[src/rtl/aoc_ascii_pkg.sv]
// Shared ASCII constants and parser state encoding for the AOC number-input converter.
package aoc_ascii_pkg;

  localparam logic [7:0] CHAR_ZERO     = 8'h30;
  // Newline (8'h0A) after the '0' offset has been subtracted.
  localparam logic [7:0] NL_MINUS_ZERO = 8'hDA;

  typedef enum logic [1:0] {
    IDLE  = 2'd0,
    ACCUM = 2'd1,
    EMIT  = 2'd2,
    DONE  = 2'd3
  } state_e;

  function automatic logic is_digit(input logic [7:0] offset);
    return (offset <= 8'd9);
  endfunction

endpackage

[src/rtl/decimal_mac.sv]
// Combinational decimal multiply-accumulate: acc*10 + digit with carry-out detection.
module decimal_mac #(
  parameter int WIDTH = 32
) (
  input  logic [WIDTH-1:0] acc_i,
  input  logic [3:0]       digit_i,
  output logic [WIDTH-1:0] sum_o,
  output logic             carry_o
);

  // Four extra bits hold the largest possible 10*acc + 9 without loss.
  logic [WIDTH+3:0] wide_s;

  assign wide_s  = ({4'b0000, acc_i} << 3) + ({4'b0000, acc_i} << 1) + {{WIDTH{1'b0}}, digit_i};
  assign sum_o   = wide_s[WIDTH-1:0];
  assign carry_o = |wide_s[WIDTH+3:WIDTH];

endmodule

[src/rtl/decimal_line_accumulator.sv]
// Parses ASCII decimal lines into binary numbers and hands each one off over valid/ready.
module decimal_line_accumulator
  import aoc_ascii_pkg::*;
#(
  parameter int WIDTH      = 32,
  parameter int MAX_DIGITS = 10
) (
  input  logic             clk,
  input  logic             rst,
  input  logic             in_valid,
  output logic             in_ready,
  input  logic [7:0]       in_data,
  input  logic             in_last,
  output logic             out_valid,
  input  logic             out_ready,
  output logic [WIDTH-1:0] out_value,
  output logic             out_overflow,
  output logic             out_last
);

  localparam int            CW      = $clog2(MAX_DIGITS + 2);
  localparam logic [CW-1:0] CNT_SAT = CW'(MAX_DIGITS + 1);
  localparam logic [CW-1:0] CNT_MAX = CW'(MAX_DIGITS);

  state_e           state_q;
  logic [WIDTH-1:0] acc_q;
  logic [WIDTH-1:0] acc_d;
  logic [CW-1:0]    cnt_q;
  logic [CW-1:0]    cnt_d;
  logic             ovf_q;
  logic             ovf_d;
  logic             mac_carry_s;
  logic             in_ready_q;
  logic             out_valid_q;
  logic [WIDTH-1:0] out_value_q;
  logic             out_overflow_q;
  logic             out_last_q;
  logic [7:0]       d_s;
  logic             accept_s;
  logic             is_digit_s;
  logic             is_nl_s;
  logic             pending_s;
  logic             emit_s;

  assign d_s        = in_data - CHAR_ZERO;
  assign is_digit_s = is_digit(d_s);
  assign is_nl_s    = (d_s == NL_MINUS_ZERO);
  assign accept_s   = in_valid & in_ready_q;
  // A final byte of any kind flushes a number that already has digits.
  assign pending_s  = is_digit_s | (state_q == ACCUM);
  assign emit_s     = (is_nl_s | in_last) & pending_s;

  decimal_mac #(.WIDTH(WIDTH)) u_mac (
    .acc_i   (acc_q),
    .digit_i (d_s[3:0]),
    .sum_o   (acc_d),
    .carry_o (mac_carry_s)
  );

  // Count saturates one past the limit so the overflow flag stays meaningful.
  assign cnt_d = (cnt_q == CNT_SAT) ? CNT_SAT : cnt_q + CW'(1);
  assign ovf_d = ovf_q | mac_carry_s | (cnt_d > CNT_MAX);

  assign in_ready     = in_ready_q;
  assign out_valid    = out_valid_q;
  assign out_value    = out_value_q;
  assign out_overflow = out_overflow_q;
  assign out_last     = out_last_q;

  // Parser FSM with accumulator, digit count, sticky overflow and output register.
  always_ff @(posedge clk or posedge rst) begin
    if (rst) begin
      state_q        <= IDLE;
      acc_q          <= {WIDTH{1'b0}};
      cnt_q          <= {CW{1'b0}};
      ovf_q          <= 1'b0;
      in_ready_q     <= 1'b1;
      out_valid_q    <= 1'b0;
      out_value_q    <= {WIDTH{1'b0}};
      out_overflow_q <= 1'b0;
      out_last_q     <= 1'b0;
    end else begin
      case (state_q)
        IDLE, ACCUM: begin
          if (accept_s) begin
            if (is_digit_s) begin
              acc_q <= acc_d;
              cnt_q <= cnt_d;
              ovf_q <= ovf_d;
            end
            if (emit_s) begin
              out_valid_q    <= 1'b1;
              out_value_q    <= is_digit_s ? acc_d : acc_q;
              out_overflow_q <= is_digit_s ? ovf_d : ovf_q;
              out_last_q     <= in_last;
              in_ready_q     <= 1'b0;
              state_q        <= EMIT;
            end else if (in_last) begin
              in_ready_q <= 1'b0;
              state_q    <= DONE;
            end else if (is_digit_s) begin
              state_q <= ACCUM;
            end
          end
        end
        EMIT: begin
          if (out_ready) begin
            out_valid_q    <= 1'b0;
            out_value_q    <= {WIDTH{1'b0}};
            out_overflow_q <= 1'b0;
            out_last_q     <= 1'b0;
            acc_q          <= {WIDTH{1'b0}};
            cnt_q          <= {CW{1'b0}};
            ovf_q          <= 1'b0;
            in_ready_q     <= ~out_last_q;
            state_q        <= out_last_q ? DONE : IDLE;
          end
        end
        DONE: begin
          in_ready_q <= 1'b0;
        end
        default: begin
          state_q    <= IDLE;
          in_ready_q <= 1'b1;
        end
      endcase
    end
  end

endmodule
[config.mk]
export PLATFORM = sky130hd
export DESIGN_NAME = decimal_line_accumulator
export DESIGN_NICKNAME = d
export VERILOG_FILES = /design/src/rtl/aoc_ascii_pkg.sv /design/src/rtl/decimal_mac.sv /design/src/rtl/decimal_line_accumulator.sv
export SDC_FILE = /design/constraint.sdc
export NUM_CORES = 1
export LEC_CHECK = 0
export ABC_AREA = 0
export CAP_MARGIN = 20
export CORE_ASPECT_RATIO = 1.1
export CORE_MARGIN = 2
export CORE_UTILIZATION = 50
export CTS_CLUSTER_DIAMETER = 40
export DETAILED_ROUTE_END_ITERATION = 6
export GPL_ROUTABILITY_DRIVEN = 1
export PLACE_DENSITY = 0.81
export REMOVE_ABC_BUFFERS = 1
export SYNTH_ARGS = -nofsm -noshare
export SYNTH_HDL_FRONTEND = slang
export SYNTH_HIERARCHICAL = 1
export SYNTH_SLANG_ARGS = --single-unit
[constraint.sdc]
create_clock -name clk -period 5.2 [get_ports clk]
set_clock_uncertainty 0.05 [all_clocks]
set_input_delay 0.78 -clock clk [delete_from_list [all_inputs] [get_ports clk]]
set_output_delay 0.78 -clock clk [all_outputs]
set_load 0.005 [all_outputs]
==> results of run 1 <==
[cells in the mapped netlist (5+ instances only)]
master,number
a211o_1,6
a21o_1,17
a21oi_1,69
a22o_1,33
buf_2,7
clkbuf_1,23
dfrtp_1,74
ha_1,65
inv_1,17
mux2_2,6
mux2_4,28
nand2_1,26
nand3_1,40
nor2_1,15
nor3_1,6
o211ai_1,5
o21a_1,6
o21ai_0,46
o21ai_1,7
o22ai_1,5
xnor2_1,22
xor2_1,5
[through the flow]
stage / instance area, µm² / hold WS (ns) / setup WS [ns] / util (%) / total power [W]
after global routing: 6930 / 0.475 / 0.248 / 58.4 / 0.00187
after global placement: 6600 / 0.442 / 0.356 / 55.6 / 0.00107
final: 6930 / 0.460 / 0.496 / 58.4 / 0.00180
after CTS: 6930 / 0.465 / 0.562 / 58.4 / 0.00180
after floorplan: 5840 / 0.451 / 0.929 / - / 0.000939
after detailed placement: 6600 / 0.442 / 0.231 / 55.6 / 0.00109
[final timing paths]
path                                       to  slack [ns]  cells past startpoint
worst max-delay path             out_overflow        0.50                     16
worst min-delay path            out_value[26]        0.46                      1
worst max register to register   out_overflow        1.02                     15
worst min register to register  out_value[26]        0.46                      1
max in group asynchronous       out_value[11]        3.30                      3
min in group asynchronous          state_q[0]        0.76                      2
[cell families after synthesis]
group,after synthesis,synth area share [%]
and+or+nand+nor,119,10.5
buffers and inverters,54,4.20
xor gates and xnor gates,27,3.93
muxes,36,8.43
DFF,75,31.2
adders and majority gates,67,14.2
AOI/OAI and AO/OA,244,27.6
[sequential cells by signal (all words and copies together) (netlist names)]
register,count
state_q,2
ovf_q,1
out_overflow,1
out_valid,1
acc_q,32
out_last,1
out_value,32
in_ready,1
cnt_q,4
[routing by layer]
layer	vias to the layer above	GRT usage, %
met5	-	0
met4	0	10.4
met1	2585	30.2
met2	230	41.6
met3	32	3.17
li1	2429	-
[area by class of cell]
class | instances | area (µm²) | area share (%)
multi-input combinational | 493 | 3900 | 56.3
sequential | 75 | 1880 | 27.1
timing repair buffer | 57 | 561 | 8.08
clock buffer | 11 | 253 | 3.64
tap | 154 | 193 | 2.78
clock inverter | 5 | 83.8 | 1.21
inverter | 17 | 63.8 | 0.920
[power by group]
part	leakage, nW	internal (W)	switching [W]
Clock	0.158	0.000448	0.000258
Combinational	2.20	0.000182	0.000212
Sequential	1.03	0.000636	0.0000606
Total	3.39	0.00127	0.000531
==> results, run 1 <==
- For this block, the via count after detailed routing is 5276.
- The height of the chip is 119 µm.
- The setup total negative slack is 0 ns.
- TritonCTS built the clock tree.
- In this run the standard cell core region covers ~12000 µm².
- The wire-length estimate of the detail-placed layout is 10500 µm.
- Across the run, the number of max-cap violations was 0.
- In this run the mean area of a mapped cell was 9.69 µm².
- The synthesized design devotes to its leading area cell type 30.7% of total area.
- The sequential-to-total area share from yosys stat is 31.2%.
- The clock latency reported for the late side of the worst-skew pair is 0.34 ns.
- The combined buffer and inverter count along the critical path is 3.
- In the layout the commonest cells are 74 x dfrtp_1, 69 x a21oi_1, 65 x ha_1.
- For the pin with the worst max-slew slack, the measured transition is 0.935 ns.
- For this run, the number of Yosys warnings is 6.
- The required time at the worst-slack endpoint is 5.40 ns.
- The post-synthesis register bit count is 75.
- The leading register cell type out of synthesis is dfrtp_1.
- The routability-driven placement congestion ratio is 0.916.
- The number of filler cells placed in the layout is 1005.
- The total power divided by cell area is approximately 260 nW/µm².
- The portion of the clock cycle consumed by the worst path in the final layout is 90.5%.
- VDD sags by at most 0.000227 V.
- The routed design uses approximately 870 µm of met3 wire.
- In this run the deepest clock path goes through 2 buffers.
- The number of different library cells used by synthesis comes to 76.
- The post-CTS setup repair buffer count is 0.
- The clock edge transition at the registers on the reported setup and hold paths is 0.06 ns.
- Buffers placed on the I/O ports in this run total 48.
- The hold-fix buffer count after cts is 0.
- The final number of setup-violating endpoints is 0.
- In the post-synthesis netlist, the biggest area contributors are dfrtp_1 31%, ha_1 13%, mux2_4 7.0%.
- The via count of the first global-routing pass is between 5000 and 6000.
- The final antenna-violating net count is 0.
- The cell type group with the largest total delay on the critical path is compound AO/OA/AOI/OAI gates.
- The standard cell with the maximum stage delay on the critical path is clkdlybuf4s50_1.
- Yosys mapped a number of flops with a built-in enable equal to 0.
- The top cell type by total area after synthesis is dfrtp_1.
- The combined area of all synthesized cells is 6020 µm².
- The diode insertion count for antenna repair is 0.
- The leakage power of the design is 3.39 nW.
- For this block, wires on met1 add up to 6210 µm.
- The signal on the critical path passes through clkdlybuf4s50_1 > inv_1 > fa_1 > inv_1 > fa_1 > a211oi_1 > o211ai_1 > a21oi_2 > nor4_1 > o41ai_2 > o211a_1 > o21ai_0 > o2111ai_1 > a2111oi_0 > or4_1 > o221ai_1.
- The worst hold path begins at out_value[26].
- The H-tree level count is 3.
- Synthesis handed over a netlist of ~620 instances.
- The horizontal die dimension is around 110 µm.
- The number of placed I/O pins is just under 50.
- The top fanout value on the critical path is 4.
- The first detailed-routing pass took 5 iterations.
- The flow ran to the end, and the final reports show no timing, DRC or antenna violations.
- The largest single stage delay on the critical path is 0.54 ns.
- By startpoint and endpoint, the worst setup path is classified as in2reg.
- The number of non-filler instances in the completed layout is 812.
- In this run the critical register-to-register path is launched from acc_q[0].
- After detailed routing, the met2 layer carries 7840 µm of wire.
- For this block, the routed nets add up to around 15000 µm of wire.
- The initialized floorplan defines 42 standard-cell rows.
- The wire length of the first global-routing pass is 25400 µm.
- Dividing the detail-routed via count by the number of cells gives between 6 and 7.
- The worst hold path belongs to the class reg2reg.
- The cell at the root of the clock tree is clkbuf_16.
- The share of layout cells above drive strength 1 is 13.5%.
- The final layout contains between 700 and 800 nets.
- The fmax is about 210 MHz.
- The share of synthesized registers carrying an async set or reset is 100%.
- Across every metal layer, demand over resource in global routing totals approximately a quarter.
- In the final routed layout, each cell accounts on average for between 15 and 20 µm.
- The final hold violation count is 0.
- From synthesis to final layout, the design area changed by 15.1%.
- The worst path in the final design needs a cycle of around 4.7 ns, including I/O delays and setup.
- The floorplan step defined a die boundary enclosing 12900 µm².
- The number of cells in the design after placement is 796.
- Once the floorplan was initialized, standard cells occupied around 51% of the core.
- The arrival time of data at the critical path endpoint is 4.90 ns.
- In this run the worst setup path begins at in_data[3].
- The overflow left after global routing is 0.
- The count of final max-slew check failures is 0.
- The highest metal layer carrying signal wires in the routed design is met4.
- Headroom to the max-slew limit came out at 37.7%.
- The violation count after the first detailed-route iteration is between 400 and 500.
- The number of gates resized after CTS was 0.
- The total DRC errors in the routed layout is 0.
- The clock sink count is 75.
- The number of CTS-inserted buffers is 9.
- The element type at the critical path end is a flop.
- Leaving out fill and tap cells, the most frequent cell in the layout is dfrtp_1.
- The number of antenna violations at the first check in global routing is 0.
- Setup repair after global routing left no endpoint under its margin.
- STA classifies the critical path startpoint as an input port.
- The pin count of the biggest net entering global routing is 50.
Note: power is estimated with default switching activity, not from simulation.
==> run 2: changes to the inputs <==
CAP_MARGIN = not set   (was 20)
CORE_ASPECT_RATIO = 1.25   (was 1.1)
REMOVE_ABC_BUFFERS = not set   (was 1)
==> run 2 against run 1 <==
Net effect:
- hold slack is essentially flat
- critical path depth is the same
- die area is essentially flat
- routed wire length grew 3.6%
- design area shrank 0.45%
- setup slack gained 0.065 ns
- flip-flop and latch count is the same
- register-to-register slack gained 0.02 ns
- sequential share of layout area grew 0.12 points
- highest routed layer unchanged
==> results, run 2 (same netlist as run 1, synthesis figures left out) <==
- The flow ran to the end, and the final reports show no timing, DRC or antenna violations.
- Along the worst path, the maximum fanout reaches 4.
- The power share of the combinational group is 23.2%.
- The leakage power of the design is 3.37 nW.
- The path class of the tightest hold or removal check is reg2reg.
- Once the floorplan was initialized, standard cells occupied around half of the core.
- The cell type group with the largest total delay on the critical path is compound AO/OA/AOI/OAI gates.
- The final antenna-violating net count is 0.
- Overall power consumption after layout is estimated at 0.00171 W.
- The clock sink count is 75.
- The share of total power in sequential cells is 40.7%.
- The number of optimization iterations in the first detailed-route pass is 5.
- Leaving out fill and tap cells, the most frequent cells in the layout are 74 x dfrtp_1, 69 x a21oi_1, 65 x ha_1.
- The count of final max-slew check failures was 0.
- The pin count of the biggest net entering global routing is 43.
- The routability-driven placement congestion ratio is about 0.93.
- The synthesized net count is approximately 700.
- Counting buffers and inverters, the worst setup path is 16 cells deep.
- The maximum resistive drop on vdd is approximately 0.00021 V.
- The classification of the worst setup path is in2reg.
- The remaining max-slew budget at the tightest pin is 52.4%.
- The net switching power of the design is 0.000533 W.
- STA classifies the critical path endpoint as a flop.
- Data on the critical path arrives at its endpoint at approximately 4.9 ns.
- Net switching is 31.2% of the power.
- The element type at the critical path start is an input port.
- The H-tree generated during clock tree synthesis spans 3 levels.
- The die footprint is 12900 µm².
- The standard cell with the maximum stage delay on the critical path is clkdlybuf4s50_1.
- TritonCTS created 9 clock buffers.
- The clock passes through at most 2 buffers.
- The total DRC errors in the routed layout is 0.
- The area of the core is about 12000 µm².
- The layout has 1006 filler cells.
- In this run the vertical extent of the chip is 127 µm.
- The most common cell after layout, fill and taps aside is dfrtp_1.
- The transition time at the pin with the least slew margin is 0.713 ns.
- The number of buffers and inverters on the critical path is 3.
- The number of setup buffers added after CTS is 0.
- Using the TritonRoute via totals, the vias-per-cell ratio works out to 6.51.
- The critical path goes through clkdlybuf4s50_1 > inv_1 > fa_1 > inv_1 > fa_1 > a211oi_1 > o211ai_1 > a21oi_2 > nor2_1 > a21bo_1 > a222oi_1 > o311ai_1 > o2111ai_1 > a2111oi_0 > or4_1 > o221ai_1.
- Detailed routing inserted a total of 5330 vias.
- The final hold violation count is 0.
- The first global-routing pass estimated 26800 µm of wire.
- The final core utilization is 59.1%.
- After clock tree synthesis, the clock-pin slew on the worst setup and hold paths is 0.06 ns.
- The net count reported at finish is 734.
- TritonCTS built the clock tree.
- The clock period minus worst slack is 4.64 ns.
- The routed wire length per instance is 19.3 µm.
- The sequential cells in the finished layout cover a total of 1880 µm².
- The number of buffers inserted by port buffering is 48.
- The number of gates given a new drive strength after cts is 0.
- 49 I/O pins were placed.
- The share of layout cells above drive strength 1 is 13.5%.
- The overflow left after global routing is 0.
- The setup total negative slack is 0 ns.
- The number of antenna violations at the first check in global routing is 0.
- The required time at the worst-slack endpoint is about 5.4 ns.
- The hold-fix buffer count after cts is 0.
- The total internal power is 0.00118 W.
- Of the available clock period, the critical path in the final layout requires 89.2%.
- After floorplanning, the core was divided into 44 placement rows.
- The fmax is 216 MHz.
- Setup repair after global routing left no endpoint under its margin.
- 0 antenna diodes ended up in the layout.
- The final layout contains routed wiring with a total length of 15800 µm.
- The worst hold path stage count is 1.
- The via count of the first global-routing pass is 5459.
- The final number of setup-violating endpoints is 0.
- The delay of the slowest cell on the worst path is between 0.5 and 0.6 ns.
- The share of power burned in the clock network is 36.1%.
- After the first detailed-routing iteration, the DRC count stood at roughly 400.
- The horizontal die dimension is 102 µm.
- The cell count of the worst reg-to-reg path is 15.
- The max-capacitance violation count is 0.
- Dividing total power by cell area gives a power density of 247 nW/µm².
- After legalization and detailed placement, the total HPWL measured 10900 µm.
- The tree is rooted in a clkbuf_16.
- Compared with the post-synthesis result, the final layout area differs by 14.6%.
- In the final layout, the multi-input gates occupy 3900 µm².
- The clock latency reported for the late side of the worst-skew pair is 0.35 ns.
- The combined global-route utilization of all metal layers is a little over a quarter.
-- run 2: layer usage --
layer	track usage, %	routed length [µm]	vias up
met5	0	0	-
met4	12.1	398	0
met3	4.63	860	35
met2	43.5	8010	226
met1	32.3	6550	2628
li1	-	-	2441
-- run 2: path summary, 6_finish.rpt --
check                             start            end  slack [ns]
setup / recovery             in_data[3]   out_overflow        0.56
hold / removal             out_value[9]   out_value[9]        0.46
setup reg to reg               acc_q[0]   out_overflow        1.04
hold reg to reg            out_value[9]   out_value[9]        0.46
max in group asynchronous           rst  out_value[22]        3.25
min in group asynchronous           rst   out_value[3]        0.81
-- run 2: power groups by stage --
stage	registers, W	clock network (W)	logic (W)
3_5_place_dp	0.000703	0	0.000392
2_1_floorplan	0.000685	0	0.000270
6_report	0.000695	0.000617	0.000397
4_1_cts	0.000694	0.000620	0.000395
3_3_place_gp	0.000697	0	0.000377
5_1_grt	0.000704	0.000643	0.000434
-- run 2: layout make-up --
| type | instances | share of cell area [%] |
|---|---|---|
| clock buffer | 12 | 3.86 |
| clock inverter | 3 | 0.326 |
| inverter | 17 | 0.924 |
| multi-input combinational | 493 | 56.5 |
| sequential | 75 | 27.2 |
| tap | 161 | 2.92 |
| timing repair buffer | 58 | 8.23 |
-- run 2: worst reg2reg max path, delay by kind of cell, from the launching register on --
family	cells	cell delay, ns
buffers and inverters	2	0.15
flip-flops	1	0.41
adder cells (fa/ha/maj)	2	1.03
AO/OA/AOI/OAI	9	1.81
AND/OR/NAND/NOR	2	0.63
-- run 2: per-stage QoR --
| stage | hold slack (ns) | setup slack (ns) | cells | area, µm² |
|---|---|---|---|---|
| floorplan | 0.451 | 1.13 | 622 | 6020 |
| global placement | 0.446 | 0.326 | 804 | 6610 |
| detailed placement | 0.444 | 0.192 | 804 | 6610 |
| CTS | 0.460 | 0.552 | 819 | 6900 |
| global route | 0.469 | 0.190 | 819 | 6900 |
| finish | 0.459 | 0.561 | 819 | 6900 |
==> run 3: changes to the inputs <==
CTS_CLUSTER_SIZE = 24   (was not set)
clock period = 5.7 ns   (was 5.2 ns; I/O delays follow)
==> run 3 against run 2 <==
Net effect:
- the flow now finishes with violations (DRC)
- first-iteration DRC count is 20% higher
- hold slack worse by 0.0011 ns
- design area is 0.29% lower
- clock-buffer cell count is 1 lower
- largest cell class unchanged
- highest routed layer unchanged
==> results, run 3 (same netlist as run 1, synthesis figures left out) <==
- The floorplan has 44 rows.
- The sequential cell area is 1880 µm².
- Clock tree synthesis selected as its root buffer the cell clkbuf_16.
- In this run the worst hold path is classified as reg2reg.
- Across the VDD grid, the largest voltage drop is 0.000207 V.
- The number of optimization iterations in the first detailed-route pass is 7.
- The count of final max-slew check failures is 0.
- From bottom edge to top edge, the die measures 127 µm.
- The clock sink count is 75.
- The tool flagged a number of max-cap violations equal to 0.
- The horizontal die dimension is 102 µm.
- The number of gates given a new drive strength after cts is 0.
- The library cell used most frequently in the layout, excluding fill and tap cells, is dfrtp_1.
- The first global-routing pass estimated 26200 µm of wire.
- The total DRC errors in the routed layout is 3.
- The final number of setup-violating endpoints is 0.
- The run finished, with violations left.
- Setup repair after global routing left no endpoint under its margin.
- In the final routed layout, each cell accounts on average for 19.1 µm.
- The clock latency reported for the late side of the worst-skew pair is 0.34 ns.
- The synthesized net count is 702.
- The cell count of the worst reg-to-reg path is 15.
- The TritonCTS clock tree is done.
- The number of antenna violations at the first check in global routing is 0.
- For hold timing, the worst endpoint is out_value[16].
- The repair_antennas step left the layout with diodes totalling 0.
- For this design, the slowest cell found on the critical path is clkdlybuf4s50_1.
- The via count of the first global-routing pass is approximately 5400.
- The number of placed I/O pins is 49.
- The H-tree level count is 3.
- The violation count after the first detailed-route iteration is 485.
- The startpoint of the worst hold path is out_value[16].
- The area of the core is roughly 12000 µm².
- The launching point of the worst reg2reg path is acc_q[0].
- The number of filler cells placed in the layout is 996.
- Summing all multi-input logic gate instances after layout gives 3900 µm².
- The vias per cell is 6.48.
- The pin count of the biggest net entering global routing is 44.
- Measured against its own limit, the worst slew margin works out to 39.5%.
- The final hold violation count is 0.
- The clock edge transition at the registers on the reported setup and hold paths is 0.06 ns.
- For this run, the slowest stage of the critical path takes around 0.54 ns.
- The element type at the critical path end is a flop.
- The number of buffers between clock root and the deepest sink is 2.
- The wire length on met2 is 7960 µm.
- The portion of the clock cycle consumed by the worst path in the final layout is 85.0%.
- After detailed routing, the total wire length is roughly 16000 µm.
- In the layout the commonest cells are 74 x dfrtp_1, 69 x a21oi_1, 65 x ha_1.
- The net count reported at finish is about 730.
- The element type at the critical path start is an input port.
- The routed design uses 844 µm of met3 wire.
- The final antenna-violating net count is 0.
- The top fanout value on the critical path is 4.
- Dividing total power by cell area gives a power density of approximately 230 nW/µm².
- Summed over all layers, the global routing overflow is 0.
- The wire length on met1 is 6460 µm.
- Once the clock tree was built, the setup fixing pass inserted 0 buffers.
- The number of CTS-inserted buffers is 9.
- The combined global-route utilization of all metal layers is 25.3%.
- Counting instances, the worst hold path has a depth of 1.
- The setup total negative slack is 0 ns.
- The highest signal layer in the routed design is met4.
- The half-perimeter wire length after placement is 10600 µm.
- Of the cells placed in the final design, the portion with a size suffix greater than 1 is around 14%.
- The growth of design area from synthesis to finish is 14.2%.
- The critical path is of the in2reg type.
- The required time at the worst-slack endpoint is between 5 and 6 ns.
- The endpoint identified for the worst register-to-register timing path is out_overflow.
- The clock period minus worst slack is 4.85 ns.
- At the end of routability-driven placement, the weighted congestion stood at between 0.9 and 1.
- The sum of internal, switching and leakage power is 0.00155 W.
- The transition time at the pin with the least slew margin is 0.908 ns.
- The signal on the critical path passes through clkdlybuf4s50_1 > inv_1 > fa_1 > inv_1 > fa_1 > a211oi_1 > o211ai_1 > a21oi_2 > nor2_1 > a21bo_1 > a222oi_1 > o311ai_1 > o2111ai_1 > a2111oi_0 > or4_1 > o221ai_1.
- The initial core utilization is 51.6%.
- The final reports fail on DRC.
- The slack of the worst reg-to-reg path is about 1.4 ns.
- The die footprint is 12900 µm².
- The analysis attributes to cell leakage a power of 3.36 nW.
- The arrival time of data at the critical path endpoint is roughly 5 ns.
- Hold repair after CTS inserted 0 buffers.
- The total number of vias is 5309.
- During placement, the flow inserted port buffers numbering 48.
- Timing would allow up to slightly above 200 MHz.
==> run 3: changes by cell type in the layout (fill, tap and decap cells not counted), sizes merged <==
cell and change:
buf -1, clkbuf -1, clkinv +1, inv +1
==> run 3: per-stage QoR <==
stage | utilization, % | setup slack [ns] | hold WS (ns) | std cells | instance area [µm²]
after global routing | 59.0 | 0.641 | 0.475 | 819 | 6880
after detailed placement | 56.5 | 0.544 | 0.445 | 803 | 6590
final | 59.0 | 0.855 | 0.458 | 819 | 6880
after global placement | 56.5 | 0.707 | 0.445 | 803 | 6590
after CTS | 59.0 | 0.929 | 0.463 | 819 | 6880
after floorplan | - | 1.56 | 0.451 | 622 | 6020
==> run 3: critical path, delay by kind of cell <==
kind,cells,cell delay (ns)
AOI/OAI and AO/OA,9,1.93
buffers and inverters,3,0.68
adders and majority gates,2,0.97
and+or+nand+nor,2,0.62
==> run 3: layout make-up <==
| type | count | area share (%) |
|---|---|---|
| Timing Repair Buffer | 57 | 7.96 |
| Sequential cell | 75 | 27.3 |
| Inverter | 17 | 0.927 |
| Clock inverter | 5 | 0.527 |
| Clock buffer | 11 | 3.67 |
| Multi-Input combinational cell | 493 | 56.7 |
| Tap cell | 161 | 2.93 |
==> run 3: routing by layer <==
layer	global-route usage [%]	vias to the layer above
met2	42.2	211
met3	3.97	48
li1	-	2436
met1	32.0	2614
met4	11.6	0
met5	0	-
==> run 3: how the worst max path moves through the flow <==
stage / cells past startpoint / slack (ns) / startpoint / endpoint
2_1_floorplan: 15 / 1.56 / in_data[3] / out_overflow
3_3_place_gp: 16 / 0.71 / in_data[3] / out_overflow
3_5_place_dp: 16 / 0.54 / in_data[3] / out_overflow
4_1_cts: 16 / 0.93 / in_data[3] / out_overflow
5_1_grt: 16 / 0.64 / in_data[3] / out_overflow
6_report: 16 / 0.85 / in_data[3] / out_overflow
==> run 3: where the power goes <==
group | total (W) | internal (W) | switching [W] | leakage, nW
registers | 0.000633 | 0.000580 | 0.0000532 | 1.03
logic | 0.000361 | 0.000164 | 0.000197 | 2.20
clock network | 0.000560 | 0.000319 | 0.000241 | 0.134
